<file path="src/rtl/uart_pkg.sv">
// Shared types and helpers for the debug-transport UART path (RX framer, TX side).
// Opcode and frame-state enums, sync marker default, timeout sizing function.
package uart_pkg;

    typedef enum logic [2:0] {
        OP_NOP     = 3'd0,
        OP_RD_REG  = 3'd1,
        OP_WR_REG  = 3'd2,
        OP_RESUME  = 3'd3,
        OP_WR_MEM  = 3'd4,
        OP_RD_MEM  = 3'd5,
        OP_EXEC    = 3'd6,
        OP_WR_CSR  = 3'd7
    } cmd_op_t;

    typedef enum logic [1:0] {
        st_sync = 2'd0,
        st_cmd  = 2'd1,
        st_data = 2'd2,
        st_out  = 2'd3
    } frame_state_t;

    localparam logic [7:0] SYNC_BYTE_DEFAULT = 8'h01;

    // One byte time is 10 bit times (start + 8 data + stop).
    function automatic int unsigned timeout_cycles(input int unsigned clk_rate,
                                                   input int unsigned baud_rate,
                                                   input int unsigned bytes);
        return (clk_rate / baud_rate) * 10 * bytes;
    endfunction

endpackage

</file>
<file path="src/rtl/uart_byte_timer.sv">
// Loadable inter-byte timeout counter. Saturates at LIMIT_I-1 so it never wraps;
// EXPIRED_O is high while enabled, not cleared, and sitting at that terminal count.
module uart_byte_timer #(
    parameter int W = 16
) (
    input  logic         CLK_I,
    input  logic         RST_NI,
    input  logic         CLEAR_I,
    input  logic         ENABLE_I,
    input  logic [W-1:0] LIMIT_I,
    output logic         EXPIRED_O
);

    logic [W-1:0] count_q;
    logic         at_limit;

    assign at_limit  = (count_q == (LIMIT_I - 1'b1));
    assign EXPIRED_O = ENABLE_I && !CLEAR_I && at_limit;

    always_ff @(posedge CLK_I or negedge RST_NI) begin
        if (!RST_NI) begin
            count_q <= '0;
        end else if (CLEAR_I) begin
            count_q <= '0;
        end else if (ENABLE_I && !at_limit) begin
            count_q <= count_q + 1'b1;
        end
    end

endmodule

</file>
<file path="src/rtl/uart_rx_framer.sv">
// Assembles UART bytes into sync/command/payload frames and presents them on a
// valid/ready command port, with sticky timeout and overrun error flags.
module uart_rx_framer
    import uart_pkg::*;
#(
    parameter int unsigned CLK_RATE      = 100*10**6,
    parameter int unsigned BAUD_RATE     = 115200,
    parameter int unsigned TIMEOUT_BYTES = 4,
    parameter logic [7:0]  SYNC_BYTE     = SYNC_BYTE_DEFAULT
) (
    input  logic        CLK_I,
    input  logic        RST_NI,
    input  logic        RX_DONE_I,
    input  logic [7:0]  RX_DATA_I,
    output logic        CMD_VALID_O,
    input  logic        CMD_READY_I,
    output logic [2:0]  CMD_OP_O,
    output logic [4:0]  CMD_ADDR_O,
    output logic [31:0] CMD_DATA_O,
    output logic        ERR_TIMEOUT_O,
    output logic        ERR_OVERRUN_O,
    input  logic        ERR_CLR_I,
    output logic        BUSY_O,
    output logic [1:0]  DBG_STATE_O
);

    localparam int unsigned TIMEOUT_CYCLES = timeout_cycles(CLK_RATE, BAUD_RATE, TIMEOUT_BYTES);
    localparam int          TW             = $clog2(TIMEOUT_CYCLES) + 1;

    frame_state_t state_q, state_d;
    cmd_op_t      op_q, op_d;
    logic [4:0]   addr_q, addr_d;
    logic [31:0]  data_q, data_d;
    logic [1:0]   n_q, n_d;
    logic         valid_q, busy_q, err_to_q, err_ov_q;
    logic         set_to, set_ov;
    logic         in_frame, expired;

    assign in_frame = (state_q == st_cmd) || (state_q == st_data);

    uart_byte_timer #(.W(TW)) u_timer (
        .CLK_I     (CLK_I),
        .RST_NI    (RST_NI),
        .CLEAR_I   (RX_DONE_I || !in_frame),
        .ENABLE_I  (in_frame),
        .LIMIT_I   (TW'(TIMEOUT_CYCLES)),
        .EXPIRED_O (expired)
    );

    // Handshake: CMD_VALID_O rises with a complete frame and holds it stable until
    // a cycle with CMD_VALID_O && CMD_READY_I; valid is never withdrawn otherwise.
    always_comb begin
        state_d = state_q;
        op_d    = op_q;
        addr_d  = addr_q;
        data_d  = data_q;
        n_d     = n_q;
        set_to  = 1'b0;
        set_ov  = 1'b0;
        case (state_q)
            st_sync: begin
                if (RX_DONE_I && RX_DATA_I == SYNC_BYTE) state_d = st_cmd;
            end
            st_cmd: begin
                if (RX_DONE_I) begin
                    op_d   = cmd_op_t'(RX_DATA_I[7:5]);
                    addr_d = RX_DATA_I[4:0];
                    data_d = '0;
                    n_d    = '0;
                    state_d = RX_DATA_I[7] ? st_data : st_out;
                end else if (expired) begin
                    state_d = st_sync;
                    set_to  = 1'b1;
                end
            end
            st_data: begin
                if (RX_DONE_I) begin
                    data_d[8*n_q +: 8] = RX_DATA_I;
                    n_d = n_q + 2'd1;
                    if (n_q == 2'd3) state_d = st_out;
                end else if (expired) begin
                    state_d = st_sync;
                    set_to  = 1'b1;
                end
            end
            st_out: begin
                // A byte arriving with the handshake is judged as if already in st_sync.
                if (CMD_READY_I) begin
                    state_d = (RX_DONE_I && RX_DATA_I == SYNC_BYTE) ? st_cmd : st_sync;
                end else if (RX_DONE_I) begin
                    set_ov = 1'b1;
                end
            end
            default: state_d = st_sync;
        endcase
    end

    always_ff @(posedge CLK_I or negedge RST_NI) begin
        if (!RST_NI) begin
            state_q  <= st_sync;
            op_q     <= OP_NOP;
            addr_q   <= '0;
            data_q   <= '0;
            n_q      <= '0;
            valid_q  <= 1'b0;
            busy_q   <= 1'b0;
            err_to_q <= 1'b0;
            err_ov_q <= 1'b0;
        end else begin
            state_q  <= state_d;
            op_q     <= op_d;
            addr_q   <= addr_d;
            data_q   <= data_d;
            n_q      <= n_d;
            valid_q  <= (state_d == st_out);
            busy_q   <= (state_d != st_sync);
            err_to_q <= set_to || (err_to_q && !ERR_CLR_I);
            err_ov_q <= set_ov || (err_ov_q && !ERR_CLR_I);
        end
    end

    assign CMD_VALID_O   = valid_q;
    assign CMD_OP_O      = op_q;
    assign CMD_ADDR_O    = addr_q;
    assign CMD_DATA_O    = data_q;
    assign ERR_TIMEOUT_O = err_to_q;
    assign ERR_OVERRUN_O = err_ov_q;
    assign BUSY_O        = busy_q;
    assign DBG_STATE_O   = state_q;

endmodule

</file>
<file path="config.mk">
export PLATFORM = sky130hd
export DESIGN_NAME = uart_rx_framer
export DESIGN_NICKNAME = d
export VERILOG_FILES = /design/src/rtl/uart_pkg.sv /design/src/rtl/uart_byte_timer.sv /design/src/rtl/uart_rx_framer.sv
export SDC_FILE = /design/constraint.sdc
export NUM_CORES = 1
export LEC_CHECK = 0
export CAP_MARGIN = 40
export CORE_MARGIN = 5
export CORE_UTILIZATION = 55
export CTS_BUF_LIST = sky130_fd_sc_hd__clkbuf_8
export CTS_CLUSTER_DIAMETER = 60
export DETAILED_ROUTE_END_ITERATION = 16
export PLACE_DENSITY_LB_ADDON = 0.25
export SYNTH_ARGS = -nofsm -noshare
export SYNTH_HDL_FRONTEND = slang
export SYNTH_SLANG_ARGS = --single-unit
</file>
<file path="constraint.sdc">
create_clock -name CLK_I -period 5.3 [get_ports CLK_I]
set_input_delay 1.06 -clock CLK_I [delete_from_list [all_inputs] [get_ports CLK_I]]
set_output_delay 1.06 -clock CLK_I [all_outputs]
set_load 0.02 [all_outputs]
</file>
==> impl_metrics.csv <==
group,metric,value,unit
setup_path,cp.arrival,3100,ps
floorplanning,die_h,82.7,um
pwr,ir_worst_vdd,0.000211,V
setup_path,path_class,"in -> reg",
yosys,synth_warnings,0,
yosys,avgSynthCellArea,11.0,um^2
floorplanning,io_pins,59,
yosys,synth_nets,285,
clock_tree,clk_pin_slew,70,ps
cells_and_area,num_antenna_cells,0,
floorplanning,die_width,82.7,um
yosys,synthDistinctLibCells,40,
yosys,yosys_register_bits,65,
cells_and_area,syn2layout_area_growth,29.1,%
global_routing,grt_pass1_vias,2303,
global_routing,grt_pass1_wl,11200,um
cells_and_area,drive_gt1_share,10.5,%
setup_path,crit_chain,"clkdlybuf4s50_1, inv_1, nand2_1, or3_4, a21o_1, and2_4",
timing,relSlewSlack,47.3,%
place,gp_congestion,0.855,
yosys,ys_async_sr_fraction,100,%
timing,fmaxAchievable,349,MHz
clock_tree,numCtsBuffers,9,
yosys,synth_seq_area_share,56.0,%
timing,rsz0062_at_grt,"false",
setup_path,cp-end-kind,"flip-flop",
status,status,"finished, final reports clean",
clock_tree,cts_resized,0,
detailed_routing,drc,0,
clock_tree,clk_latency,340,ps
place,place_area,0.00355,mm^2
clock_tree,cts_root_buf,"clkbuf_8",
timing,fin_crit_sh,54.1,%
timing,worst_slew_pin_slew,790,ps
cells_and_area,multi_input_area,0.00122,mm^2
detailed_routing,wl_met1,2790,um
setup_path,required,5530,ps
setup_path,critPathSlowestCell,"clkdlybuf4s50_1",
clock_tree,cts_setup_buffers,0,
job,drv_cap,0,
setup_path,start_kind,"input pin",
yosys,ys.flop_type,"dfrtp_1",
detailed_routing,maxUsedRoutingLayer,"met4",
timing,skew,8.43,ps
detailed_routing,routedWlPerCell,16.9,um
place,io_buffers,58,
cells_and_area,final_area,0.00375,mm^2
setup_path,cpPeakStageDelay,620,ps
yosys,synth-edff-count,0,
cells_and_area,regArea,0.00163,mm^2
timing,whs,483,ps
setup_path,cpLargestDelayFamily,"simple AND/OR/NAND/NOR gates",
hold_path,hp-class,"reg -> reg",
pwr,p_leak,1.62,nW
detailed_routing,num_vias,2317,
timing,setup_tns,0,ps
yosys,netlist_area,0.00291,mm^2
yosys,synth_area_leaders,"dfrtp_1, a22o_1, nand2_1",
yosys,netlist_instances,263,
floorplanning,core_region_area,0.00511,mm^2
global_routing,grt-ovfl-total,0,
global_routing,antenna_found_initial,0,
cells_and_area,final_core_util,73.4,%
detailed_routing,totalWireLength,6840,um
detailed_routing,postRouteAntennaNets,0,
cells_and_area,num-nets-final,351,
yosys,ys_top_cells_by_count,"dfrtp_1, nand2_1, a22o_1, nor2_1, o21ai_0",
detailed_routing,drt_iter0_drc,137,
cells_and_area,fillerInstances,371,
timing,setup_viol,0,
detailed_routing,wl_met3,526,um
clock_tree,htree_levels,3,
detailed_routing,avgViaCountPerCell,5.74,
floorplanning,initial_core_util,56.9,%
place,hpwl,4780,um
yosys,synth_area_leader_cell,"dfrtp_1",
timing,drv_slew,0,
timing,fin_crit,2870,ps
setup_path,crit_buf_inv,2,
clock_tree,ctsHoldBuffers,0,
yosys,synth.top_cell.area_share,56.0,%
detailed_routing,dr_wl_met2,3340,um
global_routing,grt_start_max_net_pins,66,
global_routing,grt_usage,22.1,%
setup_path,worstPathMaxFanout,18,
pwr,powerDensity,374,mW/mm^2
clock_tree,ctsLongestPathBuffers,2,
clock_tree,cts_tree,"done",
detailed_routing,first_pass_iters,4,
yosys,yosysMostFrequentCell,"dfrtp_1",
floorplanning,dieArea,0.00684,mm^2
clock_tree,numClockSinks,65,
floorplanning,rows,26,
timing,finalHoldViolCount,0,
layout make-up:
class	count	area share [%]
clock buffer	10	3.67
clock inverter	6	1.57
inverter	8	0.801
multi-input combinational	185	32.5
sequential	65	43.4
tap	70	2.33
timing repair buffer	60	15.7
final timing paths:
check / from / end / slack, ps / cells after the start
min in group asynchronous: RST_NI / CMD_DATA_O[14] / 890 / 2
max in group asynchronous: RST_NI / u_timer.count_q[1] / 3890 / 2
worst min register to register: CMD_DATA_O[3] / CMD_DATA_O[3] / 480 / 2
worst max register to register: DBG_STATE_O[0] / CMD_DATA_O[21] / 3140 / 6
worst max-delay path: RX_DONE_I / CMD_VALID_O / 2430 / 6
worst min-delay path: CMD_DATA_O[3] / CMD_DATA_O[3] / 480 / 2
where the power goes:
| part | leakage [nW] | internal [mW] | switching, mW |
|---|---|---|---|
| registers | 0.891 | 0.561 | 0.0439 |
| logic | 0.626 | 0.172 | 0.212 |
| clock network | 0.0995 | 0.226 | 0.188 |
state kept, by name, summed over array words and instances (netlist names):
name and count:
BUSY_O 1, CMD_ADDR_O 5, CMD_DATA_O 32, CMD_OP_O 3, CMD_VALID_O 1, DBG_STATE_O 2, ERR_OVERRUN_O 1, ERR_TIMEOUT_O 1
n_q 2, u_timer.count_q 17
metal layers:
metal / GRT usage [%] / vias to the layer above
met4: 10.9 / 0
met3: 4.23 / 22
li1: - / 1064
met2: 35.7 / 107
met1: 28.4 / 1124
met5: 0 / -
through the flow:
| stage | setup slack (ps) | power [mW] | instances |
|---|---|---|---|
| 4_1_cts | 2440 | 1.41 | 404 |
| 2_1_floorplan | 3190 | 0.814 | 263 |
| 6_report | 2430 | 1.40 | 404 |
| 3_5_place_dp | 2070 | 1.00 | 388 |
| 3_3_place_gp | 2130 | 0.985 | 387 |
| 5_1_grt | 2250 | 1.48 | 404 |
kinds of logic (layout without fill, tap and decap cells):
family          Yosys count  in the layout  share of synthesized area [%]
compound gates           60             60                           14.6
xor+xnor                 12             12                           3.62
fa+ha+maj                 9              9                           3.88
buf+inv                  13             84                           2.02
flops                    65             65                           56.0
mux                       8              8                           3.06
simple gates             96             96                           16.8
layout by cell type, fill, tap and decap left out, drive strengths merged:
cell type      instances
nand3                  3
nor4b                  2
clkinvlp               2
nor3                   7
xnor2                  3
or2                    1
a21oi                  3
o21ai                 23
a211oi                 2
and3                   2
nand2                 36
nor3b                  4
nor2                  24
mux2                   7
o2111ai                1
xor2                   9
nor2b                  2
a21o                   2
bufinv                 1
o32ai                  1
clkinv                 2
a32o                   1
clkbuf                10
clkdlybuf4s50         57
and2b                  1
ha                     9
inv                    9
or3                    2
dfrtp                 65
and2                   7
a31oi                  3
nand4                  5
mux2i                  1
a22o                  24
buf                    3
tightest hold or removal path, cell delays in order (launching register included):
cell     delay [ps]
dfrtp_1         350
nand2_1          40
o21ai_0          60
Power figures use the tool's default switching activity.
